## src/rtl/mc_ctrl_fsm_pkg.sv

```systemverilog
// Shared constants for the multicycle controller:
// opcodes, functs, state codes and datapath mux selects.
package mc_ctrl_fsm_pkg;

  localparam logic [5:0] OP_R      = 6'h00;
  localparam logic [5:0] OP_REGIMM = 6'h01;
  localparam logic [5:0] OP_J      = 6'h02;
  localparam logic [5:0] OP_JAL    = 6'h03;
  localparam logic [5:0] OP_BEQ    = 6'h04;
  localparam logic [5:0] OP_BNE    = 6'h05;
  localparam logic [5:0] OP_BLEZ   = 6'h06;
  localparam logic [5:0] OP_BGTZ   = 6'h07;
  localparam logic [5:0] OP_ADDI   = 6'h08;
  localparam logic [5:0] OP_ADDIU  = 6'h09;
  localparam logic [5:0] OP_SLTI   = 6'h0a;
  localparam logic [5:0] OP_SLTIU  = 6'h0b;
  localparam logic [5:0] OP_ANDI   = 6'h0c;
  localparam logic [5:0] OP_ORI    = 6'h0d;
  localparam logic [5:0] OP_XORI   = 6'h0e;
  localparam logic [5:0] OP_LUI    = 6'h0f;
  localparam logic [5:0] OP_LB     = 6'h20;
  localparam logic [5:0] OP_LH     = 6'h21;
  localparam logic [5:0] OP_LW     = 6'h23;
  localparam logic [5:0] OP_LBU    = 6'h24;
  localparam logic [5:0] OP_LHU    = 6'h25;
  localparam logic [5:0] OP_SB     = 6'h28;
  localparam logic [5:0] OP_SH     = 6'h29;
  localparam logic [5:0] OP_SW     = 6'h2b;

  localparam logic [5:0] FN_JR   = 6'b001000;
  localparam logic [5:0] FN_JALR = 6'b001001;

  typedef enum logic [3:0] {
    S_FETCH    = 4'd0,
    S_DECODE   = 4'd1,
    S_MEM_ADDR = 4'd2,
    S_MEM_RD   = 4'd3,
    S_MEM_WB   = 4'd4,
    S_MEM_WR   = 4'd5,
    S_R_EXEC   = 4'd6,
    S_ALU_WB   = 4'd7,
    S_BRANCH   = 4'd8,
    S_JUMP     = 4'd9,
    S_I_EXEC   = 4'd10,
    S_I_WB     = 4'd11,
    S_JUMP_REG = 4'd12,
    S_ILLEGAL  = 4'd13
  } state_e;

  typedef enum logic [2:0] {
    OC_R, OC_RJ, OC_I, OC_LOAD,
    OC_STORE, OC_BR, OC_J, OC_ILL
  } op_class_e;

  localparam logic [1:0] SRCA_PC   = 2'b00;
  localparam logic [1:0] SRCA_RS   = 2'b01;
  localparam logic [1:0] SRCB_FOUR = 2'b01;
  localparam logic [1:0] SRCB_IMM  = 2'b10;
  localparam logic [1:0] SRCB_BOFF = 2'b11;
  localparam logic [1:0] PCS_BR    = 2'b01;
  localparam logic [1:0] PCS_JUMP  = 2'b10;
  localparam logic [1:0] PCS_REG   = 2'b11;
  localparam logic [1:0] M2R_MEM   = 2'b01;
  localparam logic [1:0] M2R_PC    = 2'b10;
  localparam logic [1:0] RDST_RT   = 2'b00;
  localparam logic [1:0] RDST_RD   = 2'b01;
  localparam logic [1:0] RDST_RA   = 2'b10;
  localparam logic [1:0] ALU_SUB   = 2'b01;
  localparam logic [1:0] ALU_FUNCT = 2'b10;
  localparam logic [1:0] ALU_IMM   = 2'b11;

  typedef struct packed {
    logic       pc_write_cond;
    logic       pc_write;
    logic       mem_read;
    logic       mem_write;
    logic       ir_write;
    logic       reg_write;
    logic       illegal_op;
    logic [1:0] pc_source;
    logic [1:0] mem_to_reg;
    logic [1:0] reg_dst;
    logic [1:0] alu_src_a;
    logic [1:0] alu_src_b;
    logic [1:0] alu_ctrl_op;
  } ctrl_t;

endpackage

```

## src/rtl/mc_ctrl_fsm_if.sv

```systemverilog
// Instruction/memory inputs and datapath
// controls of the multicycle controller.
interface mc_ctrl_fsm_if;
  logic [5:0] op;
  logic [5:0] funct;
  logic       mem_ready;
  logic       pc_write_cond;
  logic       pc_write;
  logic       mem_read;
  logic       mem_write;
  logic       ir_write;
  logic       reg_write;
  logic       illegal_op;
  logic [1:0] pc_source;
  logic [1:0] mem_to_reg;
  logic [1:0] reg_dst;
  logic [1:0] alu_src_a;
  logic [1:0] alu_src_b;
  logic [1:0] alu_ctrl_op;
  logic [3:0] state;

  modport master (
    output op, funct, mem_ready,
    input  pc_write_cond, pc_write, mem_read,
    input  mem_write, ir_write, reg_write,
    input  illegal_op, pc_source, mem_to_reg,
    input  reg_dst, alu_src_a, alu_src_b,
    input  alu_ctrl_op, state
  );

  modport slave (
    input  op, funct, mem_ready,
    output pc_write_cond, pc_write, mem_read,
    output mem_write, ir_write, reg_write,
    output illegal_op, pc_source, mem_to_reg,
    output reg_dst, alu_src_a, alu_src_b,
    output alu_ctrl_op, state
  );
endinterface

```

## src/rtl/mc_op_class.sv

```systemverilog
// Opcode classifier: maps op/funct to the
// instruction class that steers DECODE.
module mc_op_class
  import mc_ctrl_fsm_pkg::*;
(
  input  logic [5:0] op_i,
  input  logic [5:0] funct_i,
  output op_class_e  class_o
);

  // Pure lookup; unknown opcodes fall to OC_ILL
  always_comb begin
    class_o = OC_ILL;
    case (op_i)
      OP_R: begin
        if (funct_i == FN_JR || funct_i == FN_JALR)
          class_o = OC_RJ;
        else
          class_o = OC_R;
      end
      OP_ADDI, OP_ADDIU, OP_ANDI, OP_ORI,
      OP_XORI, OP_LUI, OP_SLTI, OP_SLTIU:
        class_o = OC_I;
      OP_LB, OP_LBU, OP_LH, OP_LHU, OP_LW:
        class_o = OC_LOAD;
      OP_SB, OP_SH, OP_SW:
        class_o = OC_STORE;
      OP_BEQ, OP_BNE, OP_BLEZ, OP_BGTZ, OP_REGIMM:
        class_o = OC_BR;
      OP_J, OP_JAL:
        class_o = OC_J;
      default:
        class_o = OC_ILL;
    endcase
  end

endmodule

```

## src/rtl/mc_ctrl_fsm.sv

```systemverilog
// Multicycle MIPS-style control FSM: state register
// plus state/op decode into datapath strobes and selects.
module mc_ctrl_fsm
  import mc_ctrl_fsm_pkg::*;
#(
  parameter int unsigned USE_READY = 1
) (
  input logic          clk,
  input logic          rst_n,
  mc_ctrl_fsm_if.slave bus
);

  state_e    state_q, state_d;
  op_class_e cls;
  ctrl_t     c_d, c;
  logic      g;

  assign g = (USE_READY != 0) ? bus.mem_ready : 1'b1;

  mc_op_class u_op_class (
    .op_i    (bus.op),
    .funct_i (bus.funct),
    .class_o (cls)
  );

  // State register; only storage in the block
  always_ff @(posedge clk or negedge rst_n) begin
    if (!rst_n) state_q <= S_FETCH;
    else        state_q <= state_d;
  end

  // Next-state and output decode
  always_comb begin
    state_d = S_FETCH;
    c_d     = '0;
    case (state_q)
      S_FETCH: begin
        c_d.mem_read  = 1'b1;
        c_d.alu_src_b = SRCB_FOUR;
        c_d.ir_write  = g;
        c_d.pc_write  = g;
        state_d = g ? S_DECODE : S_FETCH;
      end
      S_DECODE: begin
        c_d.alu_src_b = SRCB_BOFF;
        case (cls)
          OC_RJ:    state_d = S_JUMP_REG;
          OC_R:     state_d = S_R_EXEC;
          OC_I:     state_d = S_I_EXEC;
          OC_LOAD:  state_d = S_MEM_ADDR;
          OC_STORE: state_d = S_MEM_ADDR;
          OC_BR:    state_d = S_BRANCH;
          OC_J:     state_d = S_JUMP;
          default:  state_d = S_ILLEGAL;
        endcase
      end
      S_MEM_ADDR: begin
        c_d.alu_src_a = SRCA_RS;
        c_d.alu_src_b = SRCB_IMM;
        state_d = (cls == OC_STORE) ? S_MEM_WR
                                    : S_MEM_RD;
      end
      S_MEM_RD: begin
        c_d.mem_read  = 1'b1;
        c_d.alu_src_a = SRCA_RS;
        c_d.alu_src_b = SRCB_IMM;
        state_d = g ? S_MEM_WB : S_MEM_RD;
      end
      S_MEM_WB: begin
        c_d.reg_write  = 1'b1;
        c_d.mem_to_reg = M2R_MEM;
        c_d.reg_dst    = RDST_RT;
      end
      S_MEM_WR: begin
        c_d.mem_write = 1'b1;
        c_d.alu_src_a = SRCA_RS;
        c_d.alu_src_b = SRCB_IMM;
        state_d = g ? S_FETCH : S_MEM_WR;
      end
      S_R_EXEC: begin
        c_d.alu_src_a   = SRCA_RS;
        c_d.alu_ctrl_op = ALU_FUNCT;
        state_d = S_ALU_WB;
      end
      S_ALU_WB: begin
        c_d.reg_write = 1'b1;
        c_d.reg_dst   = RDST_RD;
      end
      S_BRANCH: begin
        c_d.alu_src_a     = SRCA_RS;
        c_d.alu_ctrl_op   = ALU_SUB;
        c_d.pc_source     = PCS_BR;
        c_d.pc_write_cond = 1'b1;
      end
      S_JUMP: begin
        c_d.pc_source = PCS_JUMP;
        c_d.pc_write  = 1'b1;
        if (bus.op == OP_JAL) begin
          c_d.reg_write  = 1'b1;
          c_d.reg_dst    = RDST_RA;
          c_d.mem_to_reg = M2R_PC;
        end
      end
      S_I_EXEC: begin
        c_d.alu_src_a   = SRCA_RS;
        c_d.alu_src_b   = SRCB_IMM;
        c_d.alu_ctrl_op = ALU_IMM;
        state_d = S_I_WB;
      end
      S_I_WB: begin
        c_d.reg_write = 1'b1;
        c_d.reg_dst   = RDST_RT;
      end
      S_JUMP_REG: begin
        c_d.pc_source = PCS_REG;
        c_d.pc_write  = 1'b1;
        if (bus.funct == FN_JALR) begin
          c_d.reg_write  = 1'b1;
          c_d.reg_dst    = RDST_RD;
          c_d.mem_to_reg = M2R_PC;
        end
      end
      S_ILLEGAL: begin
        c_d.illegal_op = 1'b1;
      end
      default: begin
        state_d = S_FETCH;
      end
    endcase
  end

  // Reset kills every strobe at once, even mid-cycle
  assign c = rst_n ? c_d : '0;

  assign bus.pc_write_cond = c.pc_write_cond;
  assign bus.pc_write      = c.pc_write;
  assign bus.mem_read      = c.mem_read;
  assign bus.mem_write     = c.mem_write;
  assign bus.ir_write      = c.ir_write;
  assign bus.reg_write     = c.reg_write;
  assign bus.illegal_op    = c.illegal_op;
  assign bus.pc_source     = c.pc_source;
  assign bus.mem_to_reg    = c.mem_to_reg;
  assign bus.reg_dst       = c.reg_dst;
  assign bus.alu_src_a     = c.alu_src_a;
  assign bus.alu_src_b     = c.alu_src_b;
  assign bus.alu_ctrl_op   = c.alu_ctrl_op;
  assign bus.state         = state_q;

endmodule

```

## src/flat_wrapper.sv

```systemverilog
// flat-port wrapper written by rule: the top's interface ports become plain ports
module mc_ctrl_fsm_flat import mc_ctrl_fsm_pkg::*;
#(
  parameter int unsigned USE_READY = 1
)
  (clk, rst_n, bus_op, bus_funct, bus_mem_ready, bus_pc_write_cond, bus_pc_write, bus_mem_read, bus_mem_write, bus_ir_write, bus_reg_write, bus_illegal_op, bus_pc_source, bus_mem_to_reg, bus_reg_dst, bus_alu_src_a, bus_alu_src_b, bus_alu_ctrl_op, bus_state);
  mc_ctrl_fsm_if bus_i ();
  input logic clk;
  input logic rst_n;
  input wire logic [$bits(bus_i.op)-1:0] bus_op;
  input wire logic [$bits(bus_i.funct)-1:0] bus_funct;
  input wire logic [$bits(bus_i.mem_ready)-1:0] bus_mem_ready;
  output wire logic [$bits(bus_i.pc_write_cond)-1:0] bus_pc_write_cond;
  output wire logic [$bits(bus_i.pc_write)-1:0] bus_pc_write;
  output wire logic [$bits(bus_i.mem_read)-1:0] bus_mem_read;
  output wire logic [$bits(bus_i.mem_write)-1:0] bus_mem_write;
  output wire logic [$bits(bus_i.ir_write)-1:0] bus_ir_write;
  output wire logic [$bits(bus_i.reg_write)-1:0] bus_reg_write;
  output wire logic [$bits(bus_i.illegal_op)-1:0] bus_illegal_op;
  output wire logic [$bits(bus_i.pc_source)-1:0] bus_pc_source;
  output wire logic [$bits(bus_i.mem_to_reg)-1:0] bus_mem_to_reg;
  output wire logic [$bits(bus_i.reg_dst)-1:0] bus_reg_dst;
  output wire logic [$bits(bus_i.alu_src_a)-1:0] bus_alu_src_a;
  output wire logic [$bits(bus_i.alu_src_b)-1:0] bus_alu_src_b;
  output wire logic [$bits(bus_i.alu_ctrl_op)-1:0] bus_alu_ctrl_op;
  output wire logic [$bits(bus_i.state)-1:0] bus_state;
  assign bus_i.op = bus_op;
  assign bus_i.funct = bus_funct;
  assign bus_i.mem_ready = bus_mem_ready;
  assign bus_pc_write_cond = bus_i.pc_write_cond;
  assign bus_pc_write = bus_i.pc_write;
  assign bus_mem_read = bus_i.mem_read;
  assign bus_mem_write = bus_i.mem_write;
  assign bus_ir_write = bus_i.ir_write;
  assign bus_reg_write = bus_i.reg_write;
  assign bus_illegal_op = bus_i.illegal_op;
  assign bus_pc_source = bus_i.pc_source;
  assign bus_mem_to_reg = bus_i.mem_to_reg;
  assign bus_reg_dst = bus_i.reg_dst;
  assign bus_alu_src_a = bus_i.alu_src_a;
  assign bus_alu_src_b = bus_i.alu_src_b;
  assign bus_alu_ctrl_op = bus_i.alu_ctrl_op;
  assign bus_state = bus_i.state;
  mc_ctrl_fsm #(.USE_READY(USE_READY)) u_core (.clk(clk), .rst_n(rst_n), .bus(bus_i));
endmodule
```

## config.mk

```make
export PLATFORM = sky130hd
export DESIGN_NAME = mc_ctrl_fsm_flat
export DESIGN_NICKNAME = d
export VERILOG_FILES = /design/src/rtl/mc_ctrl_fsm_pkg.sv /design/src/rtl/mc_ctrl_fsm_if.sv /design/src/rtl/mc_op_class.sv /design/src/rtl/mc_ctrl_fsm.sv /design/src/flat_wrapper.sv
export SDC_FILE = /design/constraint.sdc
export NUM_CORES = 1
export LEC_CHECK = 0
export ABC_AREA = 1
export BUFFER_PORTS_ARGS = -buffer_cell sky130_fd_sc_hd__buf_2
export CAP_MARGIN = 0
export CORE_MARGIN = 2
export CORE_UTILIZATION = 30
export CTS_BUF_LIST = sky130_fd_sc_hd__clkbuf_4
export DETAILED_ROUTE_END_ITERATION = 10
export PLACE_DENSITY = 0.63
export REMOVE_ABC_BUFFERS = 1
export SYNTH_ARGS = -nofsm -noshare
export SYNTH_HDL_FRONTEND = slang
export SYNTH_HIERARCHICAL = 1
export SYNTH_SLANG_ARGS = --single-unit
```

## constraint.sdc

```tcl
create_clock -name clk -period 1.3 [get_ports clk]
set_input_delay 0.13 -clock clk [delete_from_list [all_inputs] [get_ports clk]]
set_output_delay 0.13 -clock clk [all_outputs]
set_load 0.02 [all_outputs]
```

---- Word level (Yosys, flattened, before mapping) ----
Index checks and enable logic that the tools add are counted.
word-level totals
  word-level logic and storage cells ...... 86
  output and inout bits ................... 23
  bits in registers ....................... 4
  bits of input ports ..................... 15
cells by class
  equality and inequality tests ........... 44
  reductions and logical operators ........ 15
  mux-type cells .......................... 26
operators by type and width
  kind                                                              count
  6-bit by 4-bit == test with 1-bit output (second input constant)  10
  6-bit == test (second input constant)                             8
  2-bit case mux with 3 select lines                                5
  4-bit case mux with 7 select lines                                1
  4-bit == test (second input constant)                             6
  6-bit by 3-bit == test with 1-bit output (second input constant)  4
  4-bit case mux with 6 select lines                                1
  19-bit 2-to-1 mux                                                 1
  3-bit case mux with 6 select lines                                1
  4-bit by 3-bit == test with 1-bit output (second input constant)  4
  6-bit by 2-bit == test with 1-bit output (second input constant)  2
  1-bit 2-to-1 mux                                                  10
  5-bit OR reduction                                                2
  3-bit == test (second input constant)                             3
  3-bit 2-to-1 mux                                                  3
  4-bit by 2-bit == test with 1-bit output (second input constant)  2
  4-bit 2-to-1 mux                                                  2
  2-bit OR reduction                                                4
  8-bit OR reduction                                                1
  3-bit by 2-bit == test with 1-bit output (second input constant)  2
  6-bit by 1-bit == test with 1-bit output (second input constant)  1
  6-bit logical NOT                                                 1
  3-bit OR reduction                                                2
  6-bit OR reduction                                                1
  8 further kinds                                                   8

---- Longest topological paths before layout ----
  depth in word-level cells ............... 8
  depth in mapped cells ................... 14
  mapped depth without buffers ............ 14

---- Cells and area by module ----
The synthesis kept the hierarchy.
modules (own cells, without submodules)
  module       instances  area an instance (um2)  cells an instance  seq. area each (um2)
  mc_ctrl_fsm  1          594.3                   121                100.1
  mc_op_class  1          190.2                   42                 0.0

---- Worst setup path after synthesis ----
No wires, ideal clock.
  path type ............................... register -> output
  from .................................... reg u_core.state_q[0], in the netlist u_core/bus.state[0]
  to ...................................... out bus_alu_ctrl_op[1]
  arrival ................................. 1.391 ns
  stages on the path, launching flop included .. 4
  data required time ...................... 1.170 ns
  buffers on the path ..................... 0
  slack ................................... -0.221 ns
  path through ............................ dfrtp_1 inv_1 nand2_1 nor4_1
between the ends
  cells in the longest elaborated chain, start to end .. 3
  elaborated cells between the ends (all ways) .. 5
  those cells by class .................... eq/ne (3); mux (2)
RTL lines
  item                                                                              line                RTL
  from (decl)                                                                       mc_ctrl_fsm.sv:13   state_e state_q, state_d;
  from (signal assigned)                                                            mc_ctrl_fsm.sv:29   else state_q <= state_d;
  4-bit == test / 4-bit by 3-bit == test with 1-bit output (equally long branches)  mc_ctrl_fsm.sv:36   case (state_q)
  2-bit case mux with 3 select lines (*)                                            mc_ctrl_fsm.sv:36
  19-bit 2-to-1 mux (*)                                                             mc_ctrl_fsm.sv:133  assign c = rst_n ? c_d : '0;
  to (decl)                                                                         flat_wrapper.sv:25  output wire logic [$bits(bus_i.alu_ctrl_op)-1:0] bus_alu_ctrl_op;
Every way passes the cells marked *; elsewhere a longest branch is shown, timed or not.

---- Final worst setup path ----
  from .................................... reg u_core.state_q[3], in the netlist u_core/bus.state[3]
  to ...................................... out bus_pc_write
between the ends
  cells in the longest elaborated chain, start to end .. 4
  elaborated cells between the ends (all ways) .. 6
  those cells by class .................... eq/ne (2); mux (2); reduce/logical (2)
RTL lines
  item                                    line                RTL
  4-bit == test                           mc_ctrl_fsm.sv:36
  2-bit OR reduction (no line)            n/a
  1-bit case mux with 2 select lines (*)  mc_ctrl_fsm.sv:36
  19-bit 2-to-1 mux (*)                   mc_ctrl_fsm.sv:133
  to (decl)                               flat_wrapper.sv:14  output wire logic [$bits(bus_i.pc_write)-1:0] bus_pc_write;
Marked as above.

==> flow_metrics.tcl <==
set metrics [dict create \
    cts_buffer_depth 2 \
    io_pins 38 \
    grt_pass1_vias 1010 \
    die_w_um 55.1 \
    hold_viol 0 \
    synth_edf_count 0 \
    critPathSlowestCell "dfrtp_2" \
    drtAntennaViolNets 0 \
    cts.reportedPaths.clkPinSlew_ns 0.03 \
    drive_gt1_share_pct 55.9 \
    synth-seq-area-share_pct 12.8 \
    cp_cell_sequence "nor2_4 -> nand2_2 -> nor2_4 -> inv_2 -> o21ai_2 -> buf_6" \
    grt_use_total_pct 18.7 \
    cp.arrival_ns 1.46 \
    vdd_drop_max_mv 1.15 \
    ys.flop_type "dfrtp_1" \
    num-nets-final 244 \
    slowest_delay_ns 0.47 \
    maxSlewViolCount 0 \
    n_antenna_cell 0 \
    cts_tree "done" \
    final_cell_mix "nand2_1, nor2_1, buf_4, buf_6, buf_2" \
    htreeDepth 1 \
    powerDensity_mw_per_mm2 1610 \
    grt_pass1_wl_um 4150 \
    fin_ws_ns -0.287 \
    cp_data_required_time_ns 1.17 \
    rsz0062_at_grt "yes" \
    gr-max-usage-layer "met2" \
    route.detailed.drc 0 \
    min_period_ns 1.59 \
    cp_top_family "flip-flops" \
    cp_common_cell "nor2_4" \
    layout_commonest_cell "nand2_1" \
    yosysWarningCount 6 \
    grt_max_degree 10 \
    crit_path_start_kind "flip-flop" \
    die_y_um 55.1 \
    ys_ff_latch 4 \
    vias_per_cell 4.90 \
    wl_um 3210 \
    placed_cells 244 \
    die_area_mm2 0.00304 \
    wl_per_cell_um 12.5 \
    worstSkewPairLatency_ns 0.23 \
    grtUsageMet2_pct 31.7 \
    use_met3_pct 3.23 \
    period_share_pct 122 \
    syn_avg_cell_area_um2 4.81 \
    num_vias 1259 \
    hpwl_um 1900 \
    max_freq_ghz 0.630 \
    cts_buffers 3 \
    io_buffers 36 \
    hold_path_class "primary input to flip-flop" \
    synth.distinct_cells 20 \
    core_region_area_mm2 0.00248 \
    largest_reg_flops 4 \
    antenna_found_initial 0 \
    firstDrtPassIters 4 \
    syn_area_um2 785 \
    p_leak_nw 0.857 \
    ys_async_sr_fraction_pct 100 \
    grt_overflow 0 \
    violations "negative setup slack" \
    initial_core_util_pct 31.7 \
    finalWeightedCongestion 0.899 \
    max-cap-violations 0 \
    synthCells 163 \
    setup-tns-final_ns -3.78 \
    first_iter_violations 44 \
    area_delta_synth_final_pct 95.9 \
    cp_max_fo 5 \
    hold_ws_ns 0.217 \
    crit_buf_inv 2 \
    status "complete, but fails checks" \
    setup_viol 19 \
    total_power_w 0.00248 \
    use_met1_pct 23.9 \
    clock_skew_ns 0.0000691 \
    ctsRootBufferMaster "clkbuf_4" \
    cts.sinks 4 \
    rows 18 \
    end_kind "output pin" \
    instances_no_fill 257 \
    path_class "flip-flop to output pin" \
]
## cell usage after synthesis (3+ instances only)
| library cell | count | area [um^2] |
|---|---|---|
| dfrtp_1 | 4 | 100 |
| nor2_1 | 32 | 120 |
| nand4_1 | 3 | 18.8 |
| nor2_2 | 8 | 50.1 |
| nor3_1 | 5 | 25.0 |
| o21ai_0 | 5 | 25.0 |
| inv_2 | 4 | 15.0 |
| a21oi_1 | 8 | 40.0 |
| nand2_1 | 53 | 199 |
| nand3_1 | 7 | 35.0 |
| inv_1 | 25 | 93.8 |
## worst register-to-register path: stages, from the launching register on
cell and delay [ns]:
dfrtp_2 0.47, nor2_4 0.22, buf_6 0.14, inv_4 0.04, nor2_1 0.17, nand2_1 0.07
nor2_1 0.09, nor2_1 0.05, nand2_1 0.05
## final cells by class
type | instances | area, um^2
clock buffers | 3 | 22.5
inverters | 29 | 121
multi-input cells | 128 | 747
fillers | 222 | 941
well taps | 30 | 37.5
flip-flops and latches | 4 | 105
repair buffers | 63 | 503
## final timing paths
check                                              start                             to  slack (ns)  cells after the start
hold reg to reg            u_core/bus.state[0]$_DFF_PN0_  u_core/bus.state[3]$_DFF_PN0_        0.81                      5
hold / removal                             bus_mem_ready  u_core/bus.state[0]$_DFF_PN0_        0.22                      4
setup reg to reg           u_core/bus.state[3]$_DFF_PN0_  u_core/bus.state[2]$_DFF_PN0_       -0.06                      8
max in group asynchronous                          rst_n  u_core/bus.state[1]$_DFF_PN0_        0.61                      3
setup / recovery           u_core/bus.state[3]$_DFF_PN0_                   bus_pc_write       -0.29                      6
min in group asynchronous                          rst_n  u_core/bus.state[0]$_DFF_PN0_        0.46                      3
## metrics by stage
stage	area, um^2	setup WS, ns	utilization (%)
after global placement	1120	-0.119	45.1
after global routing	1540	-0.363	62.0
after floorplan	772	-0.221	-
after CTS	1290	-0.216	52.3
final	1540	-0.287	62.0
after detailed placement	1120	-0.179	45.1
## layer usage
| layer | wire length (um) | vias up |
|---|---|---|
| met1 | 1360 | 556 |
| met3 | 171 | 15 |
| met5 | 0 | - |
| li1 | - | 627 |
| met2 | 1590 | 61 |
| met4 | 89 | 0 |
## where the power goes
group / leakage [nW] / switching [W] / internal [W] / total [W]
clock: 0.0138 / 0.0000472 / 0.000103 / 0.000150
combinational: 0.796 / 0.00112 / 0.000921 / 0.00205
sequential: 0.0465 / 0.000103 / 0.000180 / 0.000283
## repair_timing
item,4_1_cts,5_1_grt
hold buffers,1,0
gates resized for setup,43,64
gates cloned,0,0
endpoints found under the hold margin,4,0
pin swaps,5,10
setup endpoints to repair,18,22
buffers inserted,3,7
## kinds of logic after synthesis
logic type,synth area share (%)
and+or+nand+nor,60.1
DFF,12.8
other,0.478
xor gates and xnor gates,1.12
AOI/OAI and AO/OA,10.0
buffers and inverters,15.5
No activity file was read; power rests on OpenSTA's default activity.
